File: src/rtl/issue_pkg.sv
// issue_pkg: opcodes, issue classes, resource indices and queue-entry type shared by the issue scheduler.
package issue_pkg;
    localparam logic [6:0] OP_IMM = 7'b0010011;
    localparam logic [6:0] OP     = 7'b0110011;
    localparam logic [6:0] BRANCH = 7'b1100011;
    localparam logic [6:0] JALR   = 7'b1100111;
    localparam logic [6:0] JAL    = 7'b1101111;
    localparam logic [6:0] LUI    = 7'b0110111;
    localparam logic [6:0] AUIPC  = 7'b0010111;
    localparam logic [6:0] LOAD   = 7'b0000011;
    localparam logic [6:0] STORE  = 7'b0100011;

    localparam int NRES = 5;

    typedef enum logic [2:0] {CLS_ALU, CLS_MUL, CLS_DIV, CLS_LSB, CLS_ROB_ONLY} issue_cls_e;

    typedef struct packed {
        logic [31:0] instruction;
        logic        c_instruction;
        logic [16:0] pc;
        logic [16:0] jalr_prediction;
        logic        br_prediction;
    } issue_entry_t;

    // JAL and unrecognised opcodes only need a ROB slot.
    function automatic issue_cls_e decode_class(input logic [6:0] op, input logic f7_b0, input logic f3_b2);
        return (op == OP) ? (!f7_b0 ? CLS_ALU : f3_b2 ? CLS_DIV : CLS_MUL) :
               (op inside {OP_IMM, BRANCH, JALR, LUI, AUIPC}) ? CLS_ALU :
               (op inside {LOAD, STORE}) ? CLS_LSB : CLS_ROB_ONLY;
    endfunction
endpackage

File: src/rtl/issue_fifo.sv
// issue_fifo: in-order instruction queue with flush; payload reads as zero while empty.
module issue_fifo
    import issue_pkg::*;
#(
    parameter int DEPTH = 8
) (
    input  logic         clk,
    input  logic         rst_n,
    input  logic         flush,
    input  logic         push,
    input  logic         pop,
    input  issue_entry_t wdata,
    output issue_entry_t rdata,
    output logic         full,
    output logic         empty
);
    localparam int AW = $clog2(DEPTH);

    logic [AW-1:0] head_q, head_d, tail_q, tail_d;
    logic [AW:0]   count_q, count_d;
    issue_entry_t  mem_q [DEPTH];

    always_comb begin
        head_d  = flush ? '0 : head_q + AW'(pop);
        tail_d  = flush ? '0 : tail_q + AW'(push);
        count_d = flush ? '0 : count_q + (AW+1)'(push) - (AW+1)'(pop);
    end

    always_ff @(posedge clk or negedge rst_n) begin
        if (!rst_n) begin
            head_q  <= '0;
            tail_q  <= '0;
            count_q <= '0;
        end else begin
            head_q  <= head_d;
            tail_q  <= tail_d;
            count_q <= count_d;
        end
    end

    always_ff @(posedge clk) begin
        if (push && !flush) mem_q[tail_q] <= wdata;
    end

    assign full  = count_q == (AW+1)'(DEPTH);
    assign empty = count_q == '0;
    assign rdata = empty ? '0 : mem_q[head_q];
endmodule

File: src/rtl/issue_scheduler.sv
// issue_scheduler: queues fetched instructions and issues the head only when ROB and class credits allow.
// Optional counters stat_issued/stat_stall are built with ISSUE_SCHEDULER_STATS_EN.
module issue_scheduler
    import issue_pkg::*;
#(
    parameter int DEPTH       = 8,
    parameter int ROB_SIZE    = 32,
    parameter int ALU_RS_SIZE = 8,
    parameter int MUL_RS_SIZE = 4,
    parameter int DIV_RS_SIZE = 2,
    parameter int LSB_SIZE    = 8
) (
    input  logic        clk,
    input  logic        rst_n,
    input  logic        rob_rst,
    input  logic        fetch_valid,
    output logic        fetch_ready,
    input  logic [31:0] fetch_instruction,
    input  logic        fetch_c_instruction,
    input  logic [16:0] fetch_pc,
    input  logic [16:0] fetch_jalr_prediction,
    input  logic        fetch_br_prediction,
    output logic        instruction_in,
    output logic [31:0] instruction,
    output logic        c_instruction,
    output logic [16:0] pc,
    output logic [16:0] jalr_prediction,
    output logic        br_prediction,
    input  logic        rob_release,
    input  logic        alu_release,
    input  logic        mul_release,
    input  logic        div_release,
    input  logic        lsb_release,
    output logic [31:0] stat_issued,
    output logic [31:0] stat_stall
);
    localparam int SIZES [NRES] = '{ROB_SIZE, ALU_RS_SIZE, MUL_RS_SIZE, DIV_RS_SIZE, LSB_SIZE};
    localparam int CW = $clog2(ROB_SIZE + ALU_RS_SIZE + MUL_RS_SIZE + DIV_RS_SIZE + LSB_SIZE + 1);

    issue_entry_t    head, wdata;
    issue_cls_e      cls;
    logic            full, empty, push;
    logic [NRES-1:0] need, ok, rel;
    logic [CW-1:0]   credit_q [NRES];
    logic [CW-1:0]   credit_d [NRES];

    assign wdata = {fetch_instruction, fetch_c_instruction, fetch_pc, fetch_jalr_prediction, fetch_br_prediction};
    assign rel   = {lsb_release, div_release, mul_release, alu_release, rob_release};

    issue_fifo #(.DEPTH(DEPTH)) u_fifo (
        .clk   (clk),
        .rst_n (rst_n),
        .flush (rob_rst),
        .push  (push),
        .pop   (instruction_in),
        .wdata (wdata),
        .rdata (head),
        .full  (full),
        .empty (empty)
    );

    always_comb begin
        logic [CW:0] sum;
        sum = '0;
        cls = decode_class(head.instruction[6:0], head.instruction[25], head.instruction[14]);
        need = {cls == CLS_LSB, cls == CLS_DIV, cls == CLS_MUL, cls == CLS_ALU, 1'b1};
        for (int i = 0; i < NRES; i++) ok[i] = !need[i] || credit_q[i] != '0;
        fetch_ready = !full;
        push = fetch_valid && !full && !rob_rst;
        instruction_in = !empty && !rob_rst && &ok;
        // Releases that would overflow a counter are clamped at its size.
        for (int i = 0; i < NRES; i++) begin
            sum = {1'b0, credit_q[i]} + (CW+1)'(rel[i]) - (CW+1)'(instruction_in && need[i]);
            credit_d[i] = rob_rst ? CW'(SIZES[i]) : sum > (CW+1)'(SIZES[i]) ? CW'(SIZES[i]) : sum[CW-1:0];
        end
    end

    always_ff @(posedge clk or negedge rst_n) begin
        if (!rst_n) begin
            for (int i = 0; i < NRES; i++) credit_q[i] <= CW'(SIZES[i]);
        end else begin
            for (int i = 0; i < NRES; i++) credit_q[i] <= credit_d[i];
        end
    end

    for (genvar r = 0; r < NRES; r++) begin : g_chk
        assert property (@(posedge clk) disable iff (!rst_n || rob_rst)
            !(rel[r] && credit_q[r] == CW'(SIZES[r])));
    end

    assign instruction     = head.instruction;
    assign c_instruction   = head.c_instruction;
    assign pc              = head.pc;
    assign jalr_prediction = head.jalr_prediction;
    assign br_prediction   = head.br_prediction;

`ifdef ISSUE_SCHEDULER_STATS_EN
    logic [31:0] stat_issued_q, stat_issued_d, stat_stall_q, stat_stall_d;

    always_comb begin
        stat_issued_d = stat_issued_q + 32'(instruction_in);
        stat_stall_d  = stat_stall_q + 32'(!empty && !instruction_in && !rob_rst);
    end

    always_ff @(posedge clk or negedge rst_n) begin
        if (!rst_n) begin
            stat_issued_q <= '0;
            stat_stall_q  <= '0;
        end else begin
            stat_issued_q <= stat_issued_d;
            stat_stall_q  <= stat_stall_d;
        end
    end

    assign stat_issued = stat_issued_q;
    assign stat_stall  = stat_stall_q;
`else
    assign stat_issued = '0;
    assign stat_stall  = '0;
`endif
endmodule

File: config.mk
export PLATFORM = sky130hd
export DESIGN_NAME = issue_scheduler
export DESIGN_NICKNAME = d
export VERILOG_FILES = /design/src/rtl/issue_pkg.sv /design/src/rtl/issue_fifo.sv /design/src/rtl/issue_scheduler.sv
export SDC_FILE = /design/constraint.sdc
export NUM_CORES = 1
export LEC_CHECK = 0
export CORE_ASPECT_RATIO = 1.75
export CORE_MARGIN = 5
export CORE_UTILIZATION = 60
export CTS_BUF_LIST = sky130_fd_sc_hd__clkbuf_4 sky130_fd_sc_hd__clkbuf_8
export CTS_CLUSTER_DIAMETER = 200
export DETAILED_ROUTE_END_ITERATION = 12
export PLACE_DENSITY = 0.82
export SLEW_MARGIN = 20
export SYNTH_ARGS = -nofsm -noshare
export SYNTH_HDL_FRONTEND = slang
export SYNTH_SLANG_ARGS = --single-unit
File: constraint.sdc
create_clock -name clk -period 6.8 [get_ports clk]
set_input_delay 1.36 -clock clk [delete_from_list [all_inputs] [get_ports clk]]
set_output_delay 1.36 -clock clk [all_outputs]
set_load 0.02 [all_outputs]
## Word-level counts from Yosys, hierarchy flattened

Memory sizes are Yosys's and may differ from the RTL's.
Cells that the tools add are included.

- Flip-flop bits (word level): 40
- RAM bits: 544
- Input port bits: 77
- Output and inout bits: 134
- Logic and storage cells: 91
- Memories: 1

- Add/subtract/negate cells: 14
- Order comparisons: 5
- Eq/ne operators: 12
- Muxes and demuxes: 21
- Reductions and logical operators: 30

Memories:

| memory | words | width | read ports | clocked after memory_dff | write ports | RTL line | text |
|---|---|---|---|---|---|---|---|
| u_fifo.mem_q | 8 | 68 | 1 | 0 | 1 | issue_fifo.sv:21 | `issue_entry_t mem_q [DEPTH];` |

Operators with widths:

| operator | number |
|---|---|
| $mux W68 | 1 |
| $mux W6 | 10 |
| $add A6 B1 Y7 | 5 |
| $sub A7 B1 Y7 | 5 |
| $reduce_bool A6 Y1 | 5 |
| $eq A7 B6 Y1 const B | 3 |
| $mux W3 | 5 |
| $eq A7 B5 Y1 const B | 2 |
| $eq A7 B7 Y1 const B | 2 |
| $gt A7 B4 Y1 const B | 2 |
| $logic_and A1 B1 Y1 | 9 |
| $eq A7 B2 Y1 const B | 1 |
| $gt A7 B2 Y1 const B | 1 |
| $gt A7 B3 Y1 const B | 1 |
| $gt A7 B6 Y1 const B | 1 |
| $logic_not A1 Y1 | 7 |
| $add A3 B1 Y3 | 2 |
| $eq A3 B2 Y1 const B | 2 |
| $reduce_and A5 Y1 | 1 |
| $reduce_bool A5 Y1 | 1 |
| $add A4 B1 Y4 | 1 |
| $eq A4 B4 Y1 const B | 1 |
| $logic_not A4 Y1 | 1 |
| $logic_or A1 B1 Y1 | 4 |
| 7 further kinds | 9 |

## Logic depth before layout (Yosys ltp)

Gate-level depths: netlist of run 1.

- Depth in word-level cells: 17
- Mapped depth: 21
- Depth with buffers taken out: 20

## Modules after synthesis

From an unflattened synthesis of run 1, not the netlist that was laid out.

- Cells, all modules: 1224
- Area total of the unflattened synthesis: 24150.7 µm²

By module, submodules not included:

| module | instances | cells an instance | area an instance (µm²) | seq. area each (µm²) |
|---|---|---|---|---|
| issue_fifo | 1 | 855 | 20866.3 | 16585.9 |
| issue_scheduler | 1 | 369 | 3284.4 | 757.0 |

## Worst setup path after synthesis of run 1

OpenSTA, ideal clock, no wires.

- Path type: input to register
- Start point: in rob_rst
- End point: mem u_fifo.mem_q[0][0] (netlist name) (enable)
- Setup time: 0.578 ns
- Data arrival time: 6.535 ns
- Data required time: 6.222 ns
- Slack: -0.312 ns
- Cell stages on the path: 4
- Path buffers: 1
- Cells stage by stage: clkbuf_1 -> and3b_1 -> nand2b_1 -> nor3_1

- Longest elaborated chain between the ends: 5

RTL lines:

| item | RTL line | text |
|---|---|---|
| from (decl) | issue_scheduler.sv:15 | `input logic rob_rst,` |
| $logic_not A1 Y1 (*) | issue_fifo.sv:42, issue_scheduler.sv:69 |  |
| $logic_and A1 B1 Y1 | issue_scheduler.sv:69 | `push = fetch_valid && !full && !rob_rst;` |
| $logic_and A1 B1 Y1 (*) | issue_fifo.sv:42 | `if (push && !flush) mem_q[tail_q] <= wdata;` |
| $mux W1 (*) | issue_fifo.sv:42 |  |
| $mux W1 (implied by the code) (*) | issue_fifo.sv:42 |  |
| to (decl) | issue_fifo.sv:21 |  |

Mark *: on every way between the ends. The rest lies on a longest branch, timed or not.

## Final worst setup path of run 1

- Start point: reg u_fifo.head_q[1]
- End point: out instruction_in

- Longest elaborated chain between the ends: 12
- Elaborated cells on any way between the ends: 31
- Classes of those cells: 11 x eq/ne; 6 x mux; 13 x reduce/logical; 1 x memory

RTL lines:

| item | RTL line | text |
|---|---|---|
| from (decl) | issue_fifo.sv:19 | `logic [AW-1:0] head_q, head_d, tail_q, tail_d;` |
| from (signal assigned) | issue_fifo.sv:31 | `head_q <= '0;` |
| from (signal assigned) | issue_fifo.sv:35 | `head_q <= head_d;` |
| $mem_v2 Z8 W68 (*) | -- |  |
| $mux W68 (*) | issue_fifo.sv:47 | `assign rdata = empty ? '0 : mem_q[head_q];` |
| $eq A7 B2 Y1 or $eq A7 B6 Y1 (tied branches) | issue_pkg.sv:29 | `(op inside {LOAD, STORE}) ? CLS_LSB : CLS_ROB_ONLY;` |
| $reduce_bool A2 Y1 | issue_pkg.sv:29 |  |
| $mux W3 | issue_pkg.sv:29 |  |
| $mux W3 | issue_pkg.sv:28 | `(op inside {OP_IMM, BRANCH, JALR, LUI, AUIPC}) ? CLS_ALU :` |
| $mux W3 (*) | issue_pkg.sv:27 | `return (op == OP) ? (!f7_b0 ? CLS_ALU : f3_b2 ? CLS_DIV : CLS_MUL) :` |
| $eq A3 B1 Y1 (tied with other cells) | issue_scheduler.sv:66 | `need = {cls == CLS_LSB, cls == CLS_DIV, cls == CLS_MUL, cls == CLS_ALU, 1'b1};` |
| $logic_not A1 Y1 | issue_scheduler.sv:67 | `for (int i = 0; i < NRES; i++) ok[i] = !need[i] \|\| credit_q[i] != '0;` |
| $logic_or A1 B1 Y1 | issue_scheduler.sv:67 |  |
| $reduce_and A5 Y1 (*) | issue_scheduler.sv:70 | `instruction_in = !empty && !rob_rst && &ok;` |
| $logic_and A1 B1 Y1 (*) | issue_scheduler.sv:70 |  |
| to (decl) | issue_scheduler.sv:23 | `output logic instruction_in,` |

Marks and branches as above.

==> impl_results.md, run 1 <==
* Critical path's largest stage delay at 1.04 ns
* Syn avg cell area at 19.06 um2
* Max cap viols at 0
* Met2 wire len at 27190 um
* HP Class: reg -> reg
* Slew headroom at 30.93%
* Critical path buffers and inverters at 2
* Main flop type after synthesis: edfxtp_1
* Wire length per cell at 23.63 um
* Reg clk slew, reported paths at 0.06 ns
* Fin. max-slew vios at 0
* Resize count post-CTS at 0
* Final Worst Setup Slack at 1.451 ns
* CP arrival at 3.99 ns
* Synthesized flop and latch total at 584
* Post-Route WL at 48250 um
* H-tree depth at 3
* Area delta synth->final at 14.72%
* Initial DRT Pass Iterations at 5
* Area after DPL at 0.02610 mm2
* Slew at the pin with the worst max-slew slack at 1.033 ns
* Total Routing Usage GR at 21.87%
* Fin util at 69.38%
* Mapped Cells at 1271
* WL met1 at 17690 um
* DRC at 0
* Placement Rows at 97
* Post-CTS Hold Buffers at 0
* CP Class: reg -> out
* CP Launch Type: register
* Vias per cell at 5.849
* Cell family contributing the most delay on the critical path: buffers and inverters
* Vias post-DR at 11.94k
* Worst Skew at 0.02437 ns
* Final hold vios at 0
* EDFF count, synth at 544
* DRT antenna net count at 0
* Cell area power density at 352.2 mW/mm2
* Clock Sinks at 584
* CP Data Required Time at 5.44 ns
* Worst path slowest cell: dfrtp_4
* CTS tree: yes
* Fmax achieved at 0.1869 GHz
* Worst vdd ir at 0.0003046 V
* Root buffer cell: clkbuf_8
* Setup_tns at 0 ns
* Fin area at 0.02779 mm2
* Initial antenna violation count at 2
* Placed cell count at 1896
* Worst R2R Setup Slack at 1.72 ns
* Detailed Place HPWL at 28900 um
* Iter 0 DRT Violations at 779
* YS warnings at 0
* Largest net degree at the start of global routing at 65
* Die ar. at 0.04465 mm2
* IO Port Bufs at 146
* Vias in the first global route at 12.72k
* Clock latency on the worst-skew pair at 0.62 ns
* Die X at 161.9 um
* Pleak at 0.009285 uW
* Core area at 0.04005 mm2
* Setup WS pre-CTS at 1.717 ns
* # Post-CTS Setup Buffers at 0
* Synthesized cell area at 0.02422 mm2
* TritonCTS Buffers at 81
* Synth async-reset ratio at 6.849%
* Starting Density at 60.48%
* Die H at 275.8 um
* Cells along the critical path: buf_4 > mux4_2 > nand2b_1 > a21oi_1 > and3b_1 > o22ai_2 > clkdlybuf4s50_1
* Outcome: completed
* Non-Filler Instances at 2042
* Total grt overflow at 0
* I/O pin cnt at 211
* Nets at 1624
* Met3 wire length at 2393 um
* Highest Signal Layer: met4
* Distinct cells, synth at 51
* Crit Path Max Fanout at 60
* Tmin final at 5.349 ns
* First-pass GRT wire length at 73500 um
* Routability cong. at 0.7891
* Final setup vio count at 0
* Crit. End Element: output pin
* RSZ-0062 raised after global routing: no
* Layout cell share with drive strength beyond 1 at 19.09%
* Final Cycle Share at 78.67%
* CTS Buffer Depth at 3
* Register area share after synthesis at 71.59%
==> synth_stat cells, drive strengths merged (10+ instances only) <==
cell,number,share of area [%]
ha,55,2.8
nor3,10,0.23
inv,57,0.88
clkbuf,11,0.17
mux4,128,12
nor2,89,1.4
o21bai,13,0.40
xnor2,17,0.61
a21oi,26,0.54
buf,102,2.9
nand2,17,0.27
mux2i,82,3.4
dfrtp,35,3.6
edfxtp,544,67
==> power breakdown <==
| group | switching, uW | internal [uW] |
|---|---|---|
| Combinational | 1490 | 1360 |
| Clock | 1250 | 1500 |
| Sequential | 149 | 4030 |
==> worst register-to-register path, stage by stage (launching register included) <==
cell	delay, ns
dfrtp_4	1.04
buf_4	0.49
mux4_2	0.27
nand2b_1	0.05
a21oi_1	0.45
and3b_1	0.30
nand2_2	0.13
nor4_2	0.17
ha_1	0.26
inv_1	0.06
ha_1	0.18
inv_1	0.07
fa_1	0.42
nand2b_1	0.16
a21oi_1	0.18
o21ai_1	0.10
a21oi_1	0.20
nor3_1	0.07
nor4_1	0.28
and2_1	0.17
==> stage by stage <==
stage,total power (uW),hold WS (ns)
final,9786,0.6395
after global routing,10250,0.7024
after CTS,9876,0.6460
after detailed placement,7111,0.6352
after global placement,7059,0.6125
after floorplan,6089,0.5830
==> flip-flops by register name (all words and copies together) (netlist names) <==
signal	flops
u_fifo.mem_q	544
credit_q	30
u_fifo.tail_q	3
u_fifo.count_q	4
u_fifo.head_q	3
==> worst paths after layout <==
check	startpoint	end	cells past startpoint
worst max-delay path	u_fifo.head_q[1]	instruction_in	7
min in group asynchronous	rst_n	credit_q[26]	1
worst min-delay path	credit_q[11]	credit_q[7]	3
max in group asynchronous	rst_n	u_fifo.head_q[1]	1
worst max register to register	u_fifo.head_q[1]	credit_q[6]	19
worst min register to register	credit_q[11]	credit_q[7]	3
==> cell usage in the layout, fill, tap and decap left out, types with 3 or more instances in the layout <==
master | Yosys | final
nand3_1 | 6 | 6
nor2_1 | 88 | 82
xor2_1 | 9 | 9
clkinv_1 | 0 | 28
and2_1 | 3 | 3
dfrtp_4 | 0 | 3
edfxtp_1 | 544 | 544
clkinv_2 | 0 | 9
a21oi_1 | 26 | 26
clkbuf_8 | 0 | 84
inv_1 | 57 | 57
fa_1 | 6 | 6
nor2_4 | 0 | 6
mux4_2 | 128 | 128
a21o_1 | 6 | 6
nand2_1 | 16 | 16
conb_1 | 1 | 75
ha_1 | 55 | 55
clkdlybuf4s50_1 | 0 | 145
xnor2_1 | 17 | 17
bufinv_16 | 0 | 8
and3_1 | 4 | 4
nand4_1 | 5 | 5
o21bai_1 | 13 | 13
mux2i_1 | 82 | 82
dfstp_2 | 5 | 5
nor2b_1 | 9 | 9
dfrtp_1 | 35 | 32
nand2b_1 | 5 | 5
nor3_1 | 9 | 7
clkbuf_4 | 0 | 9
buf_4 | 72 | 22
==> layer usage <==
layer	GRT usage [%]	vias to the layer above
li1	-	5263
met4	7.195	0
met3	3.915	69
met5	0	-
met1	25.75	6238
met2	40.60	373
==> area by class of cell <==
class / instances / area, um2
Sequential cell: 584 / 17350
Fill cell: 2485 / 12260
Multi-Input combinational cell: 591 / 6266
Timing Repair Buffer: 171 / 1684
Clock buffer: 93 / 1224
Tap cell: 495 / 619.3
Clock inverter: 49 / 422.9
Inverter: 57 / 214.0
Antenna cell: 2 / 5.005
==> logic make-up after synthesis <==
logic type      after synthesis  share of synthesized area, %
buf+inv                     170                         3.993
compound gates               56                         1.524
mux                         212                         15.38
xor+xnor                     26                        0.9400
simple gates                161                         3.218
fa+ha+maj                    61                         3.337
other cells                   1                       0.01548
flops                       584                         71.59
Power figures use the tool's default switching activity.
==> run 2: changes to the inputs <==
--- a/config.mk
+++ b/config.mk
@@ -7,11 +7,11 @@
 export LEC_CHECK = 0
 export CORE_ASPECT_RATIO = 1.75
 export CORE_MARGIN = 5
-export CORE_UTILIZATION = 60
+export CORE_UTILIZATION = 54
 export CTS_BUF_LIST = sky130_fd_sc_hd__clkbuf_4 sky130_fd_sc_hd__clkbuf_8
 export CTS_CLUSTER_DIAMETER = 200
 export DETAILED_ROUTE_END_ITERATION = 12
-export PLACE_DENSITY = 0.82
+export PLACE_DENSITY = 0.78
 export SLEW_MARGIN = 20
 export SYNTH_ARGS = -nofsm -noshare
 export SYNTH_HDL_FRONTEND = slang
==> constraint.sdc (replaced) <==
create_clock -name clk -period 4.4 [get_ports clk]
set_input_delay 0.88 -clock clk [delete_from_list [all_inputs] [get_ports clk]]
set_output_delay 0.88 -clock clk [all_outputs]
set_load 0.02 [all_outputs]
==> run 2 against run 1 <==
Combinational power is 68% higher. Core utilization is 5.8 points lower. Routed wire length is 2.2% higher. Sequential share of layout area is 0.85 points lower. Largest cell class unchanged.
==> impl_results.md, run 2 (same netlist as run 1, synthesis figures left out) <==
* Worst R2R Setup Slack at 0.22 ns (was 1.72 ns)
* Most common cell after layout, fill and taps aside: edfxtp_1 (unchanged)
* Critical path capture point: instruction_in (unchanged)
* Placed cell count at 1983 (was 1896)
* Crit. Startpoint: u_fifo.head_q[0] (was u_fifo.head_q[1])
* Tmin final at 4.239 ns
* Cell family contributing the most delay on the critical path: buffers and inverters (unchanged)
* Wire length per cell at 22.97 um (was 23.63 um)
* Post-Route WL at 49300 um (was 48250 um)
* Global route hottest layer: met2 (unchanged)
* First-pass GRT wire length at 75090 um (was 73500 um)
* Reg clk slew, reported paths at 0.07 ns (was 0.06 ns)
* Vias post-DR at 12.03k (was 11.94k)
* Slew headroom at 48.16% (was 30.93%)
* CP Launch Type: register (unchanged)
* HP Class: in -> async (was reg -> reg)
* Starting Density at 54.70% (was 60.48%)
* Setup WS pre-CTS at 0.005089 ns (was 1.717 ns)
* CTS Buffer Depth at 3 (unchanged)
* Final Worst Setup Slack at 0.1608 ns (was 1.451 ns)
* Final hold vios at 0 (unchanged)
* Crit. End Element: output pin (unchanged)
* Max reg flops at 544 (unchanged)
* Fmax achieved at 0.2359 GHz
* Area delta synth->final at 16.30% (was 14.72%)
* Die X at 170.1 um (was 161.9 um)
* Most frequent CP cell: buf_4
* Vias per cell at 5.605 (was 5.849)
* Worst Skew at 0.02588 ns (was 0.02437 ns)
* Cells along the critical path: buf_4 > nor2b_1 > a21oi_1 > nand4_1 > mux2i_1 > o221ai_2 > o22ai_2 > buf_4 > dlygate4sd2_1 (was buf_4 > mux4_2 > nand2b_1 > a21oi_1 > and3b_1 > o22ai_2 > clkdlybuf4s50_1)
* Critical path buffers and inverters at 3 (was 2)
* DRT antenna net count at 0 (unchanged)
* Largest net degree at the start of global routing at 73 (was 65)
* H-tree depth at 3 (unchanged)
* IO Port Bufs at 146 (unchanged)
* Core area at 0.04429 mm2 (was 0.04005 mm2)
* Largest reg by FF count: u_fifo.mem_q (unchanged)
* M3 GR Usage at 4.028% (was 3.915%)
* Initial DRT Pass Iterations at 5 (unchanged)
* Placement Rows at 102 (was 97)
* Root buffer cell: clkbuf_8 (unchanged)
* Final Cycle Share at 96.35%
* Vias in the first global route at 13.13k (was 12.72k)
* Non-Filler Instances at 2146 (was 2042)
* Commonest cells after routing, fill and taps aside: edfxtp_1 (544), clkdlybuf4s50_1 (144), mux4_2 (128) (was edfxtp_1 (544), clkdlybuf4s50_1 (145), mux4_2 (128))
* Die H at 290.2 um (was 275.8 um)
* Initial antenna violation count at 7 (was 2)
* Crit Path Max Fanout at 7 (was 60)
* Fin. max-slew vios at 0 (unchanged)
* Max cap viols at 0 (unchanged)
* Total Routing Usage GR at 20.00% (was 21.87%)
* Routability cong. at 0.8187 (was 0.7891)
* Largest regs: u_fifo.mem_q x544, credit_q x30, u_fifo.count_q x4 (unchanged)
* Worst path slowest cell: dfrtp_4 (unchanged)
* Die ar. at 0.04936 mm2 (was 0.04465 mm2)
* Worst vdd ir at 0.0003921 V (was 0.0003046 V)
* Layout cell share with drive strength beyond 1 at 21.54% (was 19.09%)
* Setup_tns at 0 ns (unchanged)
* Reg2reg end: credit_q[24] (was credit_q[6])
* Clock latency on the worst-skew pair at 0.64 ns (was 0.62 ns)
* Slew at the pin with the worst max-slew slack at 0.7777 ns (was 1.033 ns)
* Outcome: completed (unchanged)
* RSZ-0062 raised after global routing: yes (was no)
* Clock Sinks at 584 (unchanged)
* I/O pin cnt at 211 (unchanged)
* Nets at 1645 (was 1624)
* Iter 0 DRT Violations at 690 (was 779)
* Pleak at 0.009404 uW (was 0.009285 uW)
* Cell area power density at 533.3 mW/mm2 (was 352.2 mW/mm2)
* CP arrival at 3.36 ns (was 3.99 ns)
* Worst hold slack at 0.1499 ns (was 0.6395 ns)
* Final setup vio count at 0 (unchanged)
* CTS tree: yes (unchanged)
* Total grt overflow at 0 (unchanged)
* Levels on crit path at 9 (was 7)
* CP Class: reg -> out (unchanged)
* CP Data Required Time at 3.52 ns (was 5.44 ns)
* DRC at 0 (unchanged)
* M1 GR Usage at 22.87% (was 25.75%)
* TritonCTS Buffers at 78 (was 81)
* Worst R2R Start: u_fifo.head_q[0] (was u_fifo.head_q[1])
* Reg2Reg Depth at 17 (was 19)
* Critical path's largest stage delay at 0.55 ns (was 1.04 ns)
* Met2 usage at 36.55% (was 40.60%)
* Detailed Place HPWL at 30260 um (was 28900 um)
[run 2: cell count changes in the layout (fill, tap and decap cells not counted), sizes merged, moves of 2 or more]
| cell | previous run | this run |
|---|---|---|
| diode | 2 | 5 |
| clkinvlp | 2 | 4 |
| bufinv | 8 | 2 |
| clkbuf | 93 | 97 |
| inv | 59 | 62 |
| buf | 26 | 49 |
| clkinv | 37 | 35 |
[run 2: what timing repair did]
item	4_1_cts	5_1_grt
buffers inserted	4	10
cloned	0	1
resized for setup	10	18
pin swaps	0	7
hold buffers	0	0
endpoints found under the setup margin	60	28
[run 2: through the flow]
step / utilization (%) / total power, uW / instance area [um2]
after floorplan: - / 9410 / 24510
after global placement: 59.54 / 10990 / 26370
after detailed placement: 59.54 / 11050 / 26370
after CTS: 63.12 / 15070 / 27950
after global routing: 63.61 / 15770 / 28170
final: 63.62 / 15030 / 28170
[run 2: how the worst min path moves through the flow]
stage / end / slack (ns) / depth (start not counted)
2_1_floorplan: credit_q[0] / 0.58 / 0
3_3_place_gp: credit_q[7] / 0.62 / 3
3_5_place_dp: credit_q[7] / 0.63 / 3
4_1_cts: u_fifo.count_q[3] / 0.40 / 1
5_1_grt: u_fifo.count_q[2] / 0.13 / 1
6_report: u_fifo.count_q[2] / 0.15 / 1
[run 2: layout make-up]
| cell class | count | area (um2) |
|---|---|---|
| flip-flops and latches | 584 | 17350 |
| well taps | 572 | 715.7 |
| inverters | 57 | 214.0 |
| diodes | 5 | 12.51 |
| clock inverters | 46 | 291.5 |
| repair buffers | 195 | 2032 |
| fillers | 3042 | 16110 |
| clock buffers | 96 | 1221 |
| multi-input cells | 591 | 6331 |
[run 2: metal layers]
metal	wire [um]	part of all wire (%)
met1	17610	36
met2	27750	56
met3	2706	5.5
met5	25	0.051
met4	1210	2.5
[run 2: where the power goes]
group	leakage [uW]	total (uW)	internal [uW]	switching [uW]
registers	0.00541	6310	6230	76.1
clock network	0.000791	3930	1980	1950
logic	0.00320	4790	2240	2550
total	0.00940	15000	10500	4570
==> run 3: changes to the inputs <==
--- a/config.mk
+++ b/config.mk
@@ -10,8 +10,10 @@
 export CORE_UTILIZATION = 54
 export CTS_BUF_LIST = sky130_fd_sc_hd__clkbuf_4 sky130_fd_sc_hd__clkbuf_8
 export CTS_CLUSTER_DIAMETER = 200
+export CTS_CLUSTER_SIZE = 20
 export DETAILED_ROUTE_END_ITERATION = 12
 export PLACE_DENSITY = 0.78
+export SETUP_SLACK_MARGIN = 0.02
 export SLEW_MARGIN = 20
 export SYNTH_ARGS = -nofsm -noshare
 export SYNTH_HDL_FRONTEND = slang
==> constraint.sdc (replaced) <==
create_clock -name clk -period 4.4 [get_ports clk]
set_input_delay 1.1 -clock clk [delete_from_list [all_inputs] [get_ports clk]]
set_output_delay 1.1 -clock clk [all_outputs]
set_load 0.02 [all_outputs]
==> run 3 against run 2 <==
Clock skew rose by 0.016 ns. Clock power down 38%. Core utilization decreased by 2.0 points. Hold slack gained 0.32 ns. Count of clock-buffer cells in the layout fell by 47. Via count shrank 2.5%. Die area is the same. Fmax down 0.72%. Combinational power is 1% higher. First-iteration DRC count up 20%. Non-clock buffer count grew 3.
==> impl_results.md, run 3 (same netlist as run 1, synthesis figures left out) <==
* Most common cell after layout, fill and taps aside: edfxtp_1 (unchanged)
* CP Data Required Time at 3.30 ns (was 3.52 ns)
* Global route hottest layer: met2 (unchanged)
* Die ar. at 0.04936 mm2 (unchanged)
* Vias per cell at 5.704 (was 5.605)
* Max cap viols at 0 (unchanged)
* Core area at 0.04429 mm2 (unchanged)
* Worst hold slack at 0.4740 ns (was 0.1499 ns)
* Sw frac at 30.89% (was 30.44%)
* Flop pwr share at 46.3% (was 42.0%)
* Largest net degree at the start of global routing at 50 (was 73)
* I/O pin cnt at 211 (unchanged)
* Largest regs: u_fifo.mem_q x544, credit_q x30, u_fifo.count_q x4 (unchanged)
* DRT antenna net count at 0 (unchanged)
* Clock latency on the worst-skew pair at 0.59 ns (was 0.64 ns)
* Layout cell share with drive strength beyond 1 at 18.38% (was 21.54%)
* TritonCTS Buffers at 35 (was 78)
* Area delta synth->final at 12.66% (was 16.30%)
* Final Cycle Share at 97.05% (was 96.35%)
* Clk pwr share at 18.0% (was 26.1%)
* Tmin final at 4.270 ns (was 4.239 ns)
* First-pass GRT wire length at 74230 um (was 75090 um)
* Initial DRT Pass Iterations at 5 (unchanged)
* Initial antenna violation count at 6 (was 7)
* Pint at 9386 uW (was 10450 uW)
* Crit Path Max Fanout at 27 (was 7)
* Nets at 1605 (was 1645)
* Vias post-DR at 11.73k (was 12.03k)
* Crit. End Element: output pin (unchanged)
* Total grt overflow at 0 (unchanged)
* Die X at 170.1 um (unchanged)
* Switching pwr at 4195 uW (was 4574 uW)
* Fin util at 61.63% (was 63.62%)
* Pleak at 0.008948 uW (was 0.009404 uW)
* Routability cong. at 0.8309 (was 0.8187)
* RSZ-0062 raised after global routing: yes (unchanged)
* Starting Density at 54.70% (unchanged)
* Total Routing Usage GR at 19.68% (was 20.00%)
* Root buffer cell: clkbuf_8 (unchanged)
* Largest reg by FF count: u_fifo.mem_q (unchanged)
* M1 GR Usage at 23.92% (was 22.87%)
* Detailed Place HPWL at 30020 um (was 30260 um)
* CTS Buffer Depth at 3 (unchanged)
* Worst Skew at 0.04166 ns (was 0.02588 ns)
* Reg clk slew, reported paths at 0.14 ns (was 0.07 ns)
* Final hold vios at 0 (unchanged)
* CP Class: reg -> out (unchanged)
* CTS tree: yes (unchanged)
* H-tree depth at 2 (was 3)
* M3 GR Usage at 3.035% (was 4.028%)
* Wire length per cell at 23.57 um (was 22.97 um)
* Fin. max-slew vios at 0 (unchanged)
* Final setup vio count at 0 (unchanged)
* Post-Route WL at 48470 um (was 49300 um)
* Max reg flops at 544 (unchanged)
* CP Launch Type: register (unchanged)
* Part of the power in combinational logic at 35.7% (was 31.9%)
* Clock Sinks at 584 (unchanged)
* Outcome: completed (unchanged)
* Slew at the pin with the worst max-slew slack at 0.5738 ns (was 0.7777 ns)
* CP arrival at 3.17 ns (was 3.36 ns)
* Placement Rows at 102 (unchanged)
* HP Class: in -> async (unchanged)
* Cell area power density at 497.6 mW/mm2 (was 533.3 mW/mm2)
* Fmax achieved at 0.2342 GHz (was 0.2359 GHz)
* Slew headroom at 61.75% (was 48.16%)
* Iter 0 DRT Violations at 828 (was 690)
* Commonest cells after routing, fill and taps aside: edfxtp_1 (544), clkdlybuf4s50_1 (144), mux4_2 (128) (unchanged)
* Die H at 290.2 um (unchanged)
* IO Port Bufs at 146 (unchanged)
* Met2 usage at 36.59% (was 36.55%)
* DRC at 0 (unchanged)
* Worst vdd ir at 0.0003974 V (was 0.0003921 V)
* Vias in the first global route at 12.64k (was 13.13k)
[run 3: cell count changes in the layout (fill, tap and decap cells not counted), sizes merged]
cell / before / now
buf: 49 / 53
bufinv: 2 / 0
clkbuf: 97 / 49
clkinv: 35 / 0
clkinvlp: 4 / 0
diode: 5 / 4
inv: 62 / 58
[run 3: metal layers]
layer	vias to the layer above	share of wire, %
met4	4	2.0
met1	6159	37
met2	331	56
met5	-	0.070
met3	65	5.3
li1	5168	-
[run 3: through the flow]
step	total power (uW)	TNS [ns]	area [um2]	setup slack (ns)	std cells
global route	14240	0	27290	0.006384	2054
floorplan	9410	-301.70	24510	-0.6240	1345
detailed placement	11070	-0.7981	26390	-0.1645	1986
CTS	13630	-0.01930	27140	-0.01930	2045
finish	13580	0	27290	0.1299	2056
global placement	11000	0	26390	0.06084	1986
[run 3: worst max-delay path, cell delays in order (launching register included)]
cell             delay, ns
dfrtp_4               0.51
buf_12                0.14
buf_4                 0.19
buf_16                0.25
mux4_2                0.54
mux2i_1               0.27
nor2_1                0.11
clkdlybuf4s50_1       0.56
[run 3: what timing repair did]
action                     in CTS  in global routing
pin swaps                       0                  6
gates cloned                    1                  0
hold buffers                    0                  0
setup buffers                   8                  7
setup endpoints to repair      38                 27
resized for setup               8                 16
[run 3: area by class of cell]
type                    instances  area (um2)
diodes                          4       10.01
clock buffers                  49       599.3
clock inverters                 1       16.27
fillers                      3110       16990
inverters                      57       214.0
multi-input cells             591        6342
flip-flops and latches        584       17350
well taps                     572       715.7
repair buffers                198        2039
[run 3: power by group through the flow]
stage	sequential [uW]	combinational, uW	clock, uW
2_1_floorplan	6390	3020	0
3_3_place_gp	6470	4530	0
3_5_place_dp	6480	4590	0
4_1_cts	6320	4790	2520
5_1_grt	6300	5190	2750
6_report	6290	4850	2440
[run 3: final timing paths]
kind / startpoint / end / slack, ns / cells past startpoint
setup reg to reg: u_fifo.head_q[0] / credit_q[13] / 0.17 / 18
hold reg to reg: credit_q[17] / credit_q[14] / 0.64 / 3
setup / recovery: u_fifo.head_q[0] / instruction[15] / 0.13 / 7
hold / removal: rst_n / u_fifo.head_q[0] / 0.47 / 1
min in group clk: credit_q[17] / credit_q[14] / 0.64 / 3
max in group asynchronous: rst_n / u_fifo.head_q[2] / 3.50 / 1
